[src/rtl/instr_fetch_unit.sv]
// Fetch stage: drives the program ROM address from pc, latches the returned
// word into an instruction register and hands it to execute over valid/ready.
// Handles jump redirects, halt on jump-to-self and a saturating retire count.
module instr_fetch_unit #(
  parameter int ADDR_W  = 8,
  parameter int INSTR_W = 35,
  parameter int RET_W   = 16
) (
  input  logic               i_clk,
  input  logic               i_reset,
  input  logic               i_go,
  output logic [ADDR_W-1:0]  o_rom_addr,
  input  logic [INSTR_W-1:0] i_rom_data,
  output logic [INSTR_W-1:0] o_instr,
  output logic [ADDR_W-1:0]  o_instr_pc,
  output logic               o_instr_valid,
  input  logic               i_instr_ready,
  input  logic               i_jump_taken,
  input  logic [ADDR_W-1:0]  i_jump_addr,
  output logic               o_halted,
  output logic [RET_W-1:0]   o_retired
);

  typedef enum logic [1:0] {S_IDLE, S_RUN, S_HALT} state_t;

  state_t             r_state;
  logic [ADDR_W-1:0]  r_pc;
  logic [INSTR_W-1:0] r_instr;
  logic [ADDR_W-1:0]  r_instr_pc;
  logic               r_valid;
  logic               r_halted;
  logic [RET_W-1:0]   r_retired;

  logic w_xfer;
  logic w_load;
  logic w_ret_max;

  // Handshake and fetch-enable decode
  always_comb begin
    w_xfer    = r_valid && i_instr_ready;
    w_load    = !r_valid || w_xfer;
    w_ret_max = (r_retired == {RET_W{1'b1}});
  end

  // Control FSM, pc, instruction register and retire counter
  always_ff @(posedge i_clk) begin
    if (i_reset) begin
      r_state    <= S_IDLE;
      r_pc       <= '0;
      r_instr    <= '0;
      r_instr_pc <= '0;
      r_valid    <= 1'b0;
      r_halted   <= 1'b0;
      r_retired  <= '0;
    end else begin
      // Every consumed instruction retires, including a halting jump.
      if (w_xfer && !w_ret_max)
        r_retired <= r_retired + 1'b1;

      case (r_state)
        S_IDLE: begin
          if (i_go)
            r_state <= S_RUN;
        end
        S_RUN: begin
          if (w_xfer && i_jump_taken) begin
            // Drop the sequential word; target is fetched next cycle.
            r_pc    <= i_jump_addr;
            r_valid <= 1'b0;
            if (i_jump_addr == r_instr_pc) begin
              r_state  <= S_HALT;
              r_halted <= 1'b1;
            end
          end else if (w_load) begin
            r_instr    <= i_rom_data;
            r_instr_pc <= r_pc;
            r_valid    <= 1'b1;
            r_pc       <= r_pc + 1'b1;
          end
        end
        S_HALT: begin
          if (i_go) begin
            r_state  <= S_RUN;
            r_halted <= 1'b0;
          end
        end
        default: r_state <= S_IDLE;
      endcase
    end
  end

  assign o_rom_addr    = r_pc;
  assign o_instr       = r_instr;
  assign o_instr_pc    = r_instr_pc;
  assign o_instr_valid = r_valid;
  assign o_halted      = r_halted;
  assign o_retired     = r_retired;

endmodule

[config.mk]
export PLATFORM = sky130hd
export DESIGN_NAME = instr_fetch_unit
export DESIGN_NICKNAME = d
export VERILOG_FILES = /design/src/rtl/instr_fetch_unit.sv
export SDC_FILE = /design/constraint.sdc
export NUM_CORES = 1
export LEC_CHECK = 0
export ABC_AREA = 1
export CAP_MARGIN = 30
export CORE_MARGIN = 5
export CORE_UTILIZATION = 40
export DETAILED_ROUTE_END_ITERATION = 10
export PLACE_DENSITY = 0.85
export RECOVER_POWER = 100
export SYNTH_ARGS = -nofsm -noshare
export SYNTH_HDL_FRONTEND = slang
export SYNTH_SLANG_ARGS = --single-unit
export TNS_END_PERCENT = 5
[constraint.sdc]
create_clock -name i_clk -period 1.65 [get_ports i_clk]
set_clock_uncertainty 0.1 [all_clocks]
set_input_delay 0.2475 -clock i_clk [delete_from_list [all_inputs] [get_ports i_clk]]
set_output_delay 0.2475 -clock i_clk [all_outputs]
set_load 0.01 [all_outputs]
Yosys cells after proc, flatten, opt, wreduce, memory -nomap -nowiden
Index checks and enable logic that the tools add are counted.
{ "classes": {"bitwise": 1, "muxes": 12, "n_eq_ne": 8, "n_reduce_logical": 14, "addsub": 2} }
{ "op_table": {"columns": ["cell", "n"], "rows": [
  ["16-bit by 1-bit adder with 16-bit output, second input constant", 1],
  ["16-bit equality test, second input constant", 1],
  ["8-bit two-way mux", 2],
  ["8-bit by 1-bit adder with 8-bit output, second input constant", 1],
  ["8-bit equality test", 1],
  ["2-bit two-way mux", 3],
  ["2-bit inequality test, second input constant", 3],
  ["3-bit AND reduction", 2],
  ["1-bit two-way mux", 5],
  ["2-bit one-hot mux with 2 select lines", 1],
  ["4-bit AND reduction", 1],
  ["2-bit nonzero test", 2],
  ["1-bit logical AND", 3],
  ["2-bit by 1-bit equality test with 1-bit output, second input constant", 1],
  ["2-bit equality test, second input constant", 1],
  ["1-bit logical NOT", 2],
  ["2-bit logical NOT", 1],
  ["2-bit by 1-bit inequality test with 1-bit output, second input constant", 1],
  ["1-bit one-hot mux with 2 select lines", 1],
  ["2-bit AND reduction", 1],
  ["2-bit OR reduction", 1],
  ["1-bit logical OR", 1],
  ["1-bit inverter", 1]
]} }
{ "word_totals": {"regBits": 71, "inputBits": 48, "wordCells": 44} }

Logic depth before layout (Yosys ltp)
Gate-level depths: netlist (run 1).
{ "logic_depth": {"word_depth": 4, "depth_mapped": 10} }

Worst setup path after synthesis (run 1)
Ideal clock, no wire load.
{ "synth_path": {"path_type": "reg-to-reg", "start": "reg r_retired[0], in the netlist o_retired[0]", "end": "reg r_retired[11], in the netlist o_retired[11]", "stages_incl_launch_ff": 10, "setup_ps": 135, "n_path_buf": 1, "slack_ps": 18, "arrival_ps": 1397, "t_required_ps": 1415, "path_cell_list": "dfxtp_1 -> ha_1 -> inv_1 -> nor2_4 -> nand3_4 -> nand2_1 -> nand2_2 -> buf_6 -> nand2_1 -> a21oi_2"} }
{ "synth_between": {"elab_chain_len": 3, "elab_cells_between_ends": 4} }
{ "synth_rtl": {"columns": ["element", "line_no", "text"], "rows": [
  ["from (decl)", "32", "logic [RET_W-1:0] r_retired;"],
  ["from (signal assigned)", "58", "r_retired <= r_retired + 1'b1;"],
  ["parallel branches: the longest is 3 deep, another holds 16-bit by 1-bit adder with 16-bit output", null, null]
]} }
Several ways; the timed one is not identified.
A chain may end at the register's enable or synchronous reset.

Worst setup path in the final report (run 1)
{ "layout_path": {"start": "reg r_instr[7], in the netlist o_instr[7]", "end": "out o_instr[7]"} }
{ "layout_rtl": {"columns": ["element", "line_no", "text"], "rows": [
  ["from (decl)", "28", "logic [INSTR_W-1:0] r_instr;"],
  ["from (signal assigned)", "75", "r_instr <= i_rom_data;"],
  ["to (decl)", "14", "output logic [INSTR_W-1:0] o_instr,"]
]} }
No word-level cell between the ends.

==> impl_summary.md, run 1 <==
Clock network
Clock-pin slew was measured on the worst setup and hold paths at 80 ps. The H-tree depth reported by CTS is 3. The tree is rooted in a sky130_fd_sc_hd__clkbuf_8. The number of clock buffers added by TritonCTS is 9.

The hold-fix buffer count after cts is 0. Clock tree synthesis found a total of 71 sinks. The clock latency at the later pin of the worst-skew pair is 350 ps. In this run the post-CTS setup repair buffer count came out at 0. The maximum clock insertion buffer count is 2. The clock tree from TritonCTS is yes.

Power and ir drop
Power spread over the standard cell area amounts to 820.1 nW/um^2. The cell leakage power is 1.992 nW. The worst voltage drop across the vdd grid is 563.5 uV.

Worst setup path
The critical path's largest stage delay is 560 ps. The worst setup path is captured at an output pin. Walking the worst path, the cells encountered are clkdlybuf4s50_1.

The number of buffers and inverters on the critical path is 1. The cell type of the slowest stage on the worst timing path is sky130_fd_sc_hd__clkdlybuf4s50_1. In this run the critical register-to-register path is launched from o_retired[0]. STA classifies the critical path startpoint as a register. The required time at the worst-slack endpoint is 1300 ps. Tracing the worst setup path back leads to its startpoint at o_instr[7]. The data arrival time at the worst-slack endpoint is 1270 ps.

The maximum net fanout on the critical path is 2. By startpoint and endpoint, the worst setup path is classified as reg2out. The cell family contributing the most delay on the critical path is buffers and inverters.

Outcome
The run finished with clean final reports.

Global routing
The first global-routing pass estimated 15620 microns of wire. Entering global routing, the biggest net connects 47 pins. The final global-route overflow total is 0. For this run, the total global-route usage over all layers was measured as 0.1933.

The number of global-route vias before repair is 3248. The number of antenna violations at the first check in global routing is 0.

Routing
The first-pass iteration count of the detailed router is 4. For this block, the routed nets add up to 9692 microns of wire. Using the TritonRoute via totals, the vias-per-cell ratio works out to 4.857.

After detailed routing, the number of remaining DRC violations is 0. The number of DRC markers after the initial detailed-route iteration is 171. The total vias in the final route is 3385. The routed length per instance is 13.91 microns. The number of routed nets with antenna violations is 0.

STA
The final number of hold-violating endpoints is 0. The headroom to the max-slew limit is 0.7562. The highest clock frequency the design can meet is 617.7 MHz.

Setup violations remaining at the end of the flow were counted as 0. At the pin with the least slew margin, the transition time is 365.6 ps. The clock period minus worst slack is 1619 ps.

The final worst-path setup slack is 30.97 ps. The final number of max-transition violations is 0. In the final timing run, aggregate negative setup slack is 0 ps.

The ratio of final minimum period to clock period is 0.9812.

Floorplanning
The floorplan step defined a core boundary enclosing 7807 sq um. The area of the die is 10000 sq um. For this configuration, the core starts out at a cell density of 0.4151. The initialized floorplan defines 32 standard-cell rows. The overall die width is 100.0 microns. In this run the vertical extent of the chip is 100.0 microns. The number of I/O pins is 117.

Place
The weighted congestion reported at the end of routability-driven placement is 0.8149. At the placement stage, the worst setup path has a slack of -193.7 ps. Input and output buffers added on the ports amount to 116. The estimated wirelength of the detail-placed design is 7095 microns.

Min path
In this run the worst hold path is classified as in2reg. The source of the worst hold timing path is i_rom_data[3].

Synth
After synthesis, the mean cell area works out to 7.169 sq um. The number of different library cells in the post-synthesis netlist is 29. The number of nets in the synthesized netlist is 502.

For this run, the register share of the synthesized area comes to 0.4386. The number of instances in the synthesized netlist is 452. The cell accounting for the most synthesized area is sky130_fd_sc_hd__dfxtp_1.

Yosys printed 0 warnings. The post-synthesis instance area is 3241 sq um. In this run, synthesis produced a sequential element count of 71. The proportion of netlist area held by the largest area contributor is 0.4386. By area the synthesized netlist is led by sky130_fd_sc_hd__dfxtp_1 44%, sky130_fd_sc_hd__nand2_1 12%, sky130_fd_sc_hd__nor2_1 12%, sky130_fd_sc_hd__o21ai_0 4.6%, sky130_fd_sc_hd__inv_1 2.9%.

Layout
The layout overhead on the synthesized area is 48.65%. The most common cell after layout, fill and taps aside is sky130_fd_sc_hd__nor2_1. In the final layout, the share of cells above drive strength 1 is 0.1160. The library cells used most frequently in the layout, excluding fill and tap cells, are 104 x sky130_fd_sc_hd__nor2_1, 102 x sky130_fd_sc_hd__nand2_1, 85 x sky130_fd_sc_hd__clkdlybuf4s50_1, 68 x sky130_fd_sc_hd__dfxtp_1, 29 x sky130_fd_sc_hd__o21ai_0. The final layout contains 640 nets. The antenna diode count is 0. Counting the fill cells in the layout gives 721.

Flow run
Max-cap violations in this run came to 0.
==> state kept, by name, summed over array words and instances, names as in the netlist <==
name	cells
o_halted	1
o_instr	35
o_instr_pc	8
o_instr_valid	1
o_retired	16
o_rom_addr	8
r_state	2
==> layout make-up <==
cell class	count	area, sq um	area share
Inverter	28	105.1	0.02182
Timing Repair Buffer	146	1363	0.2829
Clock buffer	12	155.1	0.03221
Multi-Input combinational cell	334	1612	0.3345
Tap cell	102	127.6	0.02649
Clock inverter	4	30.03	0.006234
Sequential cell	71	1425	0.2958
==> Yosys cell counts (all sizes together) <==
cell type	number
o21bai	1
a21oi	26
xnor2	7
inv	28
dfxtp	71
nor2	111
buf	13
a21boi	1
nand4	4
a211oi	1
nand3	14
xor2	8
nand3b	1
ha	2
nand2	107
o21ai	46
clkbuf	7
a31oi	4
==> metal layers <==
metal  vias to the layer above  wire length [microns]  GRT usage
met5                         -                      0          0
met4                         0                    225    0.09016
met3                        19                    534    0.04170
met2                        72                   4814     0.3258
met1                      1581                   4118     0.2348
li1                       1713                      -          -
==> power by group <==
group	switching, mW	internal, mW
sequential	0.0635	1.82
combinational	0.370	0.399
clock	0.666	0.631
total	1.10	2.85
==> through the flow <==
stage	power (mW)	instance area [sq um]	util	cells	hold slack (ps)
global route	4.128	4817	0.6170	697	370.7
finish	3.951	4817	0.6170	697	370.8
CTS	3.973	4852	0.6215	696	367.9
detailed placement	2.700	4686	0.6002	680	371.1
global placement	2.675	4686	0.6002	680	359.1
floorplan	2.256	3241	-	452	282.4
==> repair_timing <==
item,4_1_cts,5_1_grt
gates cloned,0,1
setup endpoints to repair,27,13
resized for setup,28,12
pin swaps,0,2
==> worst paths after layout <==
path,end,slack (ps),cells past startpoint
setup / recovery,o_instr[7],30,1
hold / removal,o_instr[3],370,3
setup reg to reg,o_retired[11],120,8
hold reg to reg,o_halted,370,2
==> kinds of logic (layout without fill, tap and decap cells) <==
group / Yosys count / after routing / share of synthesized area
compound gates: 79 / 79 / 0.1421
xor+xnor: 15 / 15 / 0.04054
fa+ha+maj: 2 / 2 / 0.007721
buf+inv: 48 / 190 / 0.06911
flops: 71 / 71 / 0.4386
simple gates: 237 / 238 / 0.3019
Power figures use the tool's default switching activity.
==> run 2: changes to the inputs <==
Settings changed: CORE_ASPECT_RATIO set to 0.9, SLEW_MARGIN set to 20.
==> impl_summary.md, run 2 (synthesis gave the netlist of run 1 again) <==
Global routing
The final global-route overflow total is 0. The number of global-route vias before repair is 3476. The number of antenna violations at the first check in global routing was 0. For this run, the total global-route usage over all layers was measured as 0.1961. Entering global routing, the biggest net connects 31 pins. The wire length of the first global-routing pass is 16040 microns.

Layout
Compared with the post-synthesis result, the final layout area differs by 50.39%. In the layout the commonest cells are 103 x sky130_fd_sc_hd__nand2_1, 102 x sky130_fd_sc_hd__nor2_1, 86 x sky130_fd_sc_hd__clkdlybuf4s50_1, 67 x sky130_fd_sc_hd__dfxtp_1, 33 x sky130_fd_sc_hd__o21ai_0. The flip-flop count of the largest register, all copies and words added is 35. The antenna diode count is 0. The post-route standard cell area excluding fillers is 4873 sq um. The most common cell after layout, fill and taps aside is sky130_fd_sc_hd__nand2_1. In the final design database the tool counted 652 nets. The layout cell share with drive strength beyond 1 is 0.1339.

Routing
The number of routed nets with antenna violations is 0. After detailed routing, the number of vias per cell comes to 4.813. The final layout contains routed wiring with a total length of 9502 microns. The detailed router placed 3388 vias in this run. In the final routed layout, each cell accounts on average for 13.50 microns. The number of DRC markers after the initial detailed-route iteration is 212. The first-pass iteration count of the detailed router is 4. For this run, design rule violations remaining after detail routing come to 0.

STA
Hold timing on the final database bottoms out at a slack of 379.8 ps. Measured against its own limit, the worst slew margin works out to 0.7587. The highest clock frequency the design can meet is 621.5 MHz. The ratio of final minimum period to clock period is 0.9752. Once routing completed, OpenROAD measured the worst setup slack at 40.90 ps. At the pin with the least slew margin, the transition time is 361.9 ps.

The worst path needs 1609 ps of the cycle, external delays included. The final number of max-transition violations is 0. The summed negative setup slack over all endpoints is 0 ps. Setup violations remaining at the end of the flow were counted as 0. The final number of hold-violating endpoints is 0.

Place
OpenSTA, run right after detailed placement, puts the worst setup slack at -236.3 ps. Port buffering added 116 buffers. The placed cell area is 4767 sq um. The weighted congestion reported at the end of routability-driven placement is 0.8137. The estimated wirelength of the detail-placed design is 7311 microns.

Worst setup path
The required time at the worst-slack endpoint is 1300 ps. The worst setup path is launched from a register. The reg-to-reg setup timing slack is 120 ps.

Along the worst path, the maximum fanout reaches 5. The data arrival time at the worst-slack endpoint is 1260 ps. The largest individual stage delay along the critical path comes from the cell sky130_fd_sc_hd__clkdlybuf4s50_1.

Broken down by cell family, the worst path's largest delay share belongs to buffers and inverters. The total buffers and inverters traversed by the critical path is 1. The critical path goes through clkdlybuf4s50_1. For this run, the slowest stage of the critical path takes 550 ps. The endpoint kind of the worst setup timing path is an output pin.

The class of the most critical setup path is reg2out.

Clock network
In this run, CTS created clock tree buffers numbering 9. The clock net in this run drives a total of 71 sinks. The clock latency at the later pin of the worst-skew pair is 340 ps.

In this run the number of H-tree levels came out at 3. The tree is rooted in a sky130_fd_sc_hd__clkbuf_8. After clock tree synthesis, the setup repair step added 0 buffers. The CTS clock-pin slew for the worst setup and hold paths is 70 ps.

TritonCTS built the clock tree. The maximum clock insertion buffer count is 2.

Floorplanning
The height of the die is 95.39 microns. The core region is 7990 sq um. For this configuration, the core starts out at a cell density of 0.4056. From left edge to right edge, the die measures 104.9 microns. 117 I/O pins were placed.

The number of placement rows is 31. The area of the die is 10000 sq um.

Power and ir drop
Of the total power, the share spent switching nets is 0.2634. The internal portion of the total power is 2.838 mW. Across the VDD grid, the largest voltage drop is 431.1 uV.

The cell leakage power is 2.037 nW. The switching power is 1.015 mW. Of the total power, the clock network draws 0.310. The power density relative to cell area is 790.7 nW/um^2. The fraction of power consumed by combinational cells is 0.200.

The share of total power dissipated in sequential elements is 0.490.

Flow run
The number of violations of the max-capacitance limit is 0.

Min path
The type of the most critical hold path is reg2reg.

Outcome
The flow ran to the end, and the final reports show no timing, DRC or antenna violations.
[run 2: area by class of cell]
cell class	count	area, sq um
Clock buffer	13	158.9
Clock inverter	1	5.005
Sequential cell	71	1426
Inverter	28	105.1
Multi-Input combinational cell	333	1607
Fill cell	683	3117
Tap cell	99	123.9
Timing Repair Buffer	159	1448
[run 2: timing repair]
| item | 4_1_cts | 5_1_grt |
|---|---|---|
| setup endpoints to repair | 25 | 24 |
| pin swaps | 0 | 2 |
| hold buffers | 0 | 0 |
| gates resized for setup | 25 | 17 |
[run 2: worst paths after layout]
path,from,to,cells past startpoint
worst max register to register,o_retired[0],o_retired[1],9
worst max-delay path,o_rom_addr[7],o_rom_addr[7],1
worst min-delay path,o_halted,o_halted,2
worst min register to register,o_halted,o_halted,2
[run 2: per-layer routing]
metal | GRT usage | wire (microns) | vias to the layer above
met1 | 0.2302 | 3967 | 1553
li1 | - | - | 1725
met3 | 0.06635 | 653 | 15
met4 | 0.06496 | 164 | 0
met5 | 0 | 0 | -
met2 | 0.3386 | 4717 | 95
[run 2: power groups by stage]
stage          clock network [mW]  logic (mW)  registers (mW)
6_report                     1.20       0.770            1.89
5_1_grt                      1.29       0.844            1.90
4_1_cts                      1.22       0.788            1.89
3_5_place_dp                    0       0.795            1.92
3_3_place_gp                    0       0.777            1.92
2_1_floorplan                   0       0.288            1.97
[run 2: per-stage QoR]
step / util / instances / total power, mW
2_1_floorplan: - / 452 / 2.256
3_3_place_gp: 0.5966 / 690 / 2.697
3_5_place_dp: 0.5966 / 690 / 2.716
4_1_cts: 0.6138 / 704 / 3.899
5_1_grt: 0.6099 / 704 / 4.037
6_report: 0.6099 / 704 / 3.853
